[src/rtl/id_ex_stage.sv]
// RV32I decode / ID-EX register feeding alu32, with valid/ready handshakes and flush.
// Define IDEX_SKID_EN to add a skid entry and register in_ready. Without it, in_ready is combinational.
module id_ex_stage #(
  parameter int XLEN = 32
) (
  input  logic            clk,
  input  logic            rst_n,
  input  logic            flush,
  input  logic            in_valid,
  output logic            in_ready,
  input  logic [31:0]     instr,
  input  logic [XLEN-1:0] pc,
  input  logic [XLEN-1:0] rs1_data,
  input  logic [XLEN-1:0] rs2_data,
  output logic            out_valid,
  input  logic            out_ready,
  output logic [XLEN-1:0] alu_x,
  output logic [XLEN-1:0] alu_y,
  output logic [3:0]      alu_select,
  output logic [4:0]      rd,
  output logic            reg_write,
  output logic            mem_read,
  output logic            mem_write,
  output logic            branch,
  output logic            jump,
  output logic            illegal,
  output logic [2:0]      funct3,
  output logic [XLEN-1:0] store_data,
  output logic [XLEN-1:0] target
);

  typedef struct packed {
    logic [XLEN-1:0] x;
    logic [XLEN-1:0] y;
    logic [3:0]      sel;
    logic [4:0]      rd;
    logic            reg_write;
    logic            mem_read;
    logic            mem_write;
    logic            branch;
    logic            jump;
    logic            illegal;
    logic [2:0]      funct3;
    logic [XLEN-1:0] store_data;
    logic [XLEN-1:0] target;
  } bundle_t;

  logic [2:0]      f3;
  logic [XLEN-1:0] imm_i, imm_s, imm_b, imm_u, imm_j, shamt, jalr_sum;
  bundle_t         dec;
  bundle_t         main_q, main_d;
  logic            main_vld_q, main_vld_d;
  logic            accept;

  assign f3       = instr[14:12];
  assign imm_i    = XLEN'($signed(instr[31:20]));
  assign imm_s    = XLEN'($signed({instr[31:25], instr[11:7]}));
  assign imm_b    = XLEN'($signed({instr[31], instr[7], instr[30:25], instr[11:8], 1'b0}));
  assign imm_u    = XLEN'($signed({instr[31:12], 12'h000}));
  assign imm_j    = XLEN'($signed({instr[31], instr[19:12], instr[20], instr[30:21], 1'b0}));
  assign shamt    = XLEN'(instr[24:20]);
  assign jalr_sum = rs1_data + imm_i;

  // Shift immediates carry funct7 in their upper bits, so only the shamt field is the operand.
  always_comb begin
    dec        = '0;
    dec.rd     = instr[11:7];
    dec.funct3 = f3;
    case (instr[6:0])
      7'b0110011: begin
        dec.x = rs1_data; dec.y = rs2_data;
        dec.sel = {instr[30], f3}; dec.reg_write = 1'b1;
      end
      7'b0010011: begin
        dec.x = rs1_data;
        dec.y = (f3[1:0] == 2'b01) ? shamt : imm_i;
        dec.sel = {(f3 == 3'b101) ? instr[30] : 1'b0, f3};
        dec.reg_write = 1'b1;
      end
      7'b0110111: begin
        dec.y = imm_u; dec.sel = 4'b1111; dec.reg_write = 1'b1;
      end
      7'b0010111: begin
        dec.x = pc; dec.y = imm_u; dec.reg_write = 1'b1;
      end
      7'b1101111: begin
        dec.x = pc; dec.y = XLEN'(4); dec.jump = 1'b1; dec.reg_write = 1'b1;
        dec.target = pc + imm_j;
      end
      7'b1100111: begin
        dec.x = pc; dec.y = XLEN'(4); dec.jump = 1'b1; dec.reg_write = 1'b1;
        dec.target = {jalr_sum[XLEN-1:1], 1'b0};
      end
      7'b1100011: begin
        dec.x = rs1_data; dec.y = rs2_data; dec.branch = 1'b1;
        dec.target = pc + imm_b;
        dec.sel = f3[2] ? {3'b001, f3[1]} : 4'b1000;
      end
      7'b0000011: begin
        dec.x = rs1_data; dec.y = imm_i; dec.mem_read = 1'b1; dec.reg_write = 1'b1;
      end
      7'b0100011: begin
        dec.x = rs1_data; dec.y = imm_s; dec.mem_write = 1'b1; dec.store_data = rs2_data;
      end
      default: dec.illegal = 1'b1;
    endcase
    if (dec.rd == 5'd0) dec.reg_write = 1'b0;
  end

  assign accept = in_valid && in_ready;

`ifdef IDEX_SKID_EN
  bundle_t skid_q, skid_d;
  logic    skid_vld_q, skid_vld_d;
  logic    in_ready_q;

  assign in_ready = in_ready_q;

  // in_ready_q mirrors an empty skid entry, so an accept never coincides with a full skid.
  always_comb begin
    main_d     = main_q;
    main_vld_d = main_vld_q;
    skid_d     = skid_q;
    skid_vld_d = skid_vld_q;
    if (flush) begin
      main_vld_d = 1'b0;
      skid_vld_d = 1'b0;
    end else if (!main_vld_q || out_ready) begin
      if (skid_vld_q) begin
        main_d     = skid_q;
        main_vld_d = 1'b1;
        skid_vld_d = 1'b0;
      end else if (accept) begin
        main_d     = dec;
        main_vld_d = 1'b1;
      end else begin
        main_vld_d = 1'b0;
      end
    end else if (accept) begin
      skid_d     = dec;
      skid_vld_d = 1'b1;
    end
  end

  always_ff @(posedge clk or negedge rst_n) begin
    if (!rst_n) begin
      main_q     <= '0;
      main_vld_q <= 1'b0;
      skid_q     <= '0;
      skid_vld_q <= 1'b0;
      in_ready_q <= 1'b1;
    end else begin
      main_q     <= main_d;
      main_vld_q <= main_vld_d;
      skid_q     <= skid_d;
      skid_vld_q <= skid_vld_d;
      in_ready_q <= !skid_vld_d;
    end
  end
`else
  assign in_ready = !main_vld_q || out_ready;

  always_comb begin
    main_d     = main_q;
    main_vld_d = main_vld_q;
    if (flush) begin
      main_vld_d = 1'b0;
    end else if (accept) begin
      main_d     = dec;
      main_vld_d = 1'b1;
    end else if (out_ready) begin
      main_vld_d = 1'b0;
    end
  end

  always_ff @(posedge clk or negedge rst_n) begin
    if (!rst_n) begin
      main_q     <= '0;
      main_vld_q <= 1'b0;
    end else begin
      main_q     <= main_d;
      main_vld_q <= main_vld_d;
    end
  end
`endif

  assign out_valid  = main_vld_q;
  assign alu_x      = main_q.x;
  assign alu_y      = main_q.y;
  assign alu_select = main_q.sel;
  assign rd         = main_q.rd;
  assign reg_write  = main_q.reg_write;
  assign mem_read   = main_q.mem_read;
  assign mem_write  = main_q.mem_write;
  assign branch     = main_q.branch;
  assign jump       = main_q.jump;
  assign illegal    = main_q.illegal;
  assign funct3     = main_q.funct3;
  assign store_data = main_q.store_data;
  assign target     = main_q.target;

endmodule

[config.mk]
export PLATFORM = sky130hd
export DESIGN_NAME = id_ex_stage
export DESIGN_NICKNAME = d
export VERILOG_FILES = /design/src/rtl/id_ex_stage.sv
export SDC_FILE = /design/constraint.sdc
export NUM_CORES = 1
export LEC_CHECK = 0
export ABC_CLOCK_PERIOD_IN_PS = 4700
export CELL_PAD_IN_SITES_DETAIL_PLACEMENT = 0
export CELL_PAD_IN_SITES_GLOBAL_PLACEMENT = 1
export CORE_UTILIZATION = 38
export DETAILED_ROUTE_END_ITERATION = 12
export PLACE_DENSITY = 0.83
export SYNTH_ARGS = -nofsm -noshare
export SYNTH_HDL_FRONTEND = slang
export SYNTH_SLANG_ARGS = --single-unit
[constraint.sdc]
create_clock -name clk -period 4.7 [get_ports clk]
set_input_delay 0.94 -clock clk [delete_from_list [all_inputs] [get_ports clk]]
set_output_delay 0.94 -clock clk [all_outputs]
set_load 0.02 [all_outputs]
### Yosys cells after proc, flatten, opt, wreduce, memory -nomap -nowiden

Index checks and enable logic that the tools add are counted.

* flip-flop bits (word level): 147
* bits in latches: 0
* RAM bits: 0
* memory bits (read-only): 0
* output and inout port bits: 148
* logic and storage cells: 60
* memories: 0

* $add $sub $neg: 3
* $mul: 0
* div/mod/pow operators: 0
* magnitude comparators: 0
* equality and inequality tests: 11
* shift-type cells: 0
* multiplexer cells: 18
* bitwise gates (word level): 1
* reductions and logical operators: 13

Operator list (number)
* one-hot mux 32 bit (6 select lines): 1
* adder 32 bit: 3
* one-hot mux 32 bit (3 select lines): 1
* 2-to-1 mux 32 bit: 2
* one-hot mux 32 bit (2 select lines): 1
* equality test 7 x 6 -> 1 bit, second input constant: 3
* equality test 7 bit, second input constant: 3
* one-hot mux 4 bit (4 select lines): 1
* equality test 7 x 5 -> 1 bit, second input constant: 2
* 2-to-1 mux 1 bit: 11
* OR reduction 9 bit: 1
* equality test 7 x 2 -> 1 bit, second input constant: 1
* OR reduction 7 bit: 1
* OR reduction 2 bit: 3
* zero test 5 bit: 1
* OR reduction 5 bit: 1
* 2-to-1 mux 4 bit: 1
* equality test 3 bit, second input constant: 1
* nonzero test 3 bit: 1
* OR reduction 3 bit: 1
* equality test 2 x 1 -> 1 bit, second input constant: 1
* AND reduction 2 bit: 1
* logical AND 1 bit: 1
* zero test 1 bit: 1
* other kinds (2): 2

### Logic depth before layout (Yosys ltp)

* depth in word-level cells: 5
* mapped depth: 18
* gate-level depth less buffers: 17

### Worst setup path before layout

No wires, ideal clock.

* path type: input port to flip-flop
* start: in instr[2]
* end: reg main_q (netlist bit target[24])
* library setup time: 0.126 ns
* arrival time: 4.050 ns
* setup slack: 0.524 ns
* stages: 15
* cells stage by stage: nor3_1 -> nand2_1 -> clkbuf_1 -> nand2_1 -> nand2_1 -> ha_1 -> and4_1 -> nand2_1 -> a2111o_1 -> and4b_1 -> o31a_1 -> o21ai_1 -> a21oi_1 -> xnor2_1 -> a221o_1

* longest elaborated chain between the ends: 2
* elaborated cells between the ends (all ways): 4
* those cells by class: eq/ne (3); mux (1)

RTL lines
* from (decl): line 11 `input logic [31:0] instr,`
* equality test 7 bit: line 69 `case (instr[6:0])`
* one-hot mux 32 bit (3 select lines) *: line 69
* to (signal assigned): line 181 `main_q <= main_d;`
* to (decl): line 51 `bundle_t main_q, main_d;`

Mark *: on every way between the ends. The rest lies on a longest branch, timed or not.
A chain may end at the register's enable or synchronous reset.

### Final worst setup path

* start: in instr[0]
* end: reg main_q (netlist bit target[24])

Same word-level chain as after synthesis.

==> results.txt <==
CTS tree - built
Max rail drop VDD - 0.1645 mV
Critical path class - in2reg
Max-Cap Viols - 0
Vias - 10,140
Drt pass-1 iters - 5
Outcome - complete, no violations
CTS clk-pin slew, worst paths - 0.07 ns
Commonest non-fill, non-tap cells in the layout - clkdlybuf4s50_1, nand2_1, dfrtp_1, nor2_1, o21ai_0
Vias/cell - 5.685
Gr ovfl total - 0
Crit end category - register
Yosys top cell by area - dfrtp_1
Largest net degree at the start of global routing - 107
Period utilisation layout - 89.44%
RSZ-0062 raised after global routing - no
Setup bufs post-CTS - 0
Commonest non-fill, non-tap cell in the layout - clkdlybuf4s50_1
Final setup margin - 0.4964 ns
Final Wtd Congestion - 0.8967
Die area - 26,410 µm²
Post-synth EDFFs - 0
Post-synth net total - 1,354
CTS max path bufs - 2
Area Growth Syn to Fin - 40.21%
CP peak stage delay - 0.48 ns
Ys Warns - 0
Reg2reg path depth - 6
Standard-cell rows - 58
Initial DRC count - 946
Synth unique cells - 75
Number of hold buffers added after cts - 0
Fill cells - 2,420
Floorplan core area - 25,250 µm²
Setup_tns - 0 ns
N_diodes - 0
Crit path max fanout - 9
WP data required - 5.02 ns
Top cell type's share of synthesized area - 37.58%
Clock Tree Root - clkbuf_16
Syn Inst Count - 1,156
Arr. time, crit path - 4.52 ns
Sequential element share of the synthesized area - 37.58%
Hold Path Class - reg2reg
Leakage power - 0.006130 µW
Hold path depth - 2
GRT busiest layer - met2
Pre-CTS setup slack - 0.07781 ns
Worst-Skew Late Latency - 0.43 ns
First-pass GRT wire length - 58.10 mm
Synth Cell Area - 9789 µm²
Critical Path, Cell by Cell - clkdlybuf4s50_1 -> nand2_1 -> nor3_1 -> buf_4 -> nand2_1 -> a21o_1 -> ha_1 -> and4_1 -> nand2_1 -> a2111o_1 -> and4b_1 -> o31a_1 -> o21ai_1 -> a21oi_1 -> xnor2_1 -> a221o_1
Slew HR - 32.30%
Hold Vio Cnt, Final - 0
Slew at the pin closest to its max-slew limit - 1.013 ns
CP Launch Type - primary input
Grt met1 use - 38.41%
Clock sinks - 147
Pwr dens - 289.1 nW/µm²
Register Area - 3679 µm²
CP most frequent cell - nand2_1
Met2 Usage GRT - 47.09%
CTS Buf Count - 17
Crit-path slowest cell - clkdlybuf4s50_1
Initial Util - 38.76%
Count of final max-slew check failures - 0
Final #Nets - 1,639
Fmax - 237.9 MHz
DRC - 0
Post-DRT Antenna Nets - 0
Final Power - 3968 µW
Post-CTS resize count - 0
Share of synthesized registers carrying an async set or reset - 100.0%
Buffers on Ports - 280
Drt total wl - 38.22 mm
IO Count - 281
Yosys reg bits - 147
Routed len/inst - 21.42 µm
Vias in the first global route - 9,860
Tmin final - 4.204 ns
Top cells by area, synth - dfrtp_1, ha_1, nand2_1, a221oi_1, nor2_1
Ys flop type - dfrtp_1
Gr usage total - 28.93%
Proportion of layout cells with a drive suffix above 1 - 7.428%
Initial antenna violation count - 0
HPWL reported at the end of detailed placement - 28.87 mm
Multi-input logic area - 5753 µm²
Skew final - 0.007745 ns
Die Ht - 162.5 µm
Met3 usage - 5.042%
Finished Core Util - 54.35%
H-tree depth - 4
Final setup viols - 0
Synth Area per Inst - 8.468 µm²
Die W - 162.5 µm
[logic make-up after synthesis]
family | after synthesis | synth area share (%)
fa+ha+maj | 65 | 8.461
simple gates | 445 | 19.61
compound gates | 355 | 25.27
flops | 147 | 37.58
buf+inv | 87 | 3.949
mux | 2 | 0.2173
xor+xnor | 55 | 4.921
[report_power, final]
group / internal [µW] / leakage (µW) / switching (µW)
clock: 705 / 0.000277 / 662
sequential: 1350 / 0.00193 / 48.7
combinational: 536 / 0.00392 / 667
[flip-flops by register name, indices dropped and copies added (netlist names)]
register and flops:
alu_x 32, alu_y 32, store_data 32, target 32, rd 5, alu_select 4
funct3 3, branch 1, illegal 1, jump 1, mem_read 1, mem_write 1
out_valid 1, reg_write 1
[cells in the mapped netlist, types with 11 or more instances]
cell and instances:
nand2_1 196, nand4_1 11, a221oi_1 65, nor2_1 136
ha_1 63, a21oi_1 71, a21o_1 46, clkbuf_1 49
xor2_1 20, inv_1 17, nand3_1 45, and3_1 11
a22oi_1 12, dfrtp_1 147, o21ai_0 76, xnor2_1 35
[final cells by class]
| class | count | area share, % |
|---|---|---|
| tap | 330 | 3.008 |
| multi-input combinational | 922 | 41.91 |
| clock inverter | 14 | 1.012 |
| sequential | 147 | 26.80 |
| inverter | 17 | 0.4649 |
| clock buffer | 18 | 3.127 |
| timing repair buffer | 336 | 23.67 |
[critical path, delay by kind of cell]
family          cells  cell delay [ns]
compound gates      6             1.58
buf+inv             2             0.65
xor+xnor            1             0.14
simple gates        6             0.90
fa+ha+maj           1             0.30
[stage by stage]
step	std cells	area, µm²	hold slack, ns
2_1_floorplan	1156	9789	0.5827
3_3_place_gp	1752	13160	0.4490
3_5_place_dp	1752	13160	0.4558
4_1_cts	1784	13730	0.4703
5_1_grt	1784	13730	0.4913
6_report	1784	13730	0.4686
[final timing paths]
check / startpoint / endpoint / slack, ns
min in group asynchronous: rst_n / store_data[12]$_DFFE_PN0P_ / 0.51
setup reg to reg: out_valid$_DFFE_PN0P_ / target[26]$_DFFE_PN0P_ / 2.26
hold reg to reg: store_data[15]$_DFFE_PN0P_ / store_data[15]$_DFFE_PN0P_ / 0.47
hold / removal: store_data[15]$_DFFE_PN0P_ / store_data[15]$_DFFE_PN0P_ / 0.47
max in group asynchronous: rst_n / alu_y[19]$_DFFE_PN0P_ / 3.30
setup / recovery: instr[0] / target[24]$_DFFE_PN0P_ / 0.50
[per-layer routing]
| layer | wire length (µm) | part of all wire [%] |
|---|---|---|
| met4 | 1108 | 2.9 |
| met1 | 16380 | 43 |
| met3 | 2944 | 7.7 |
| met5 | 0 | 0 |
| met2 | 17780 | 47 |
(Power assumes the default switching activity.)
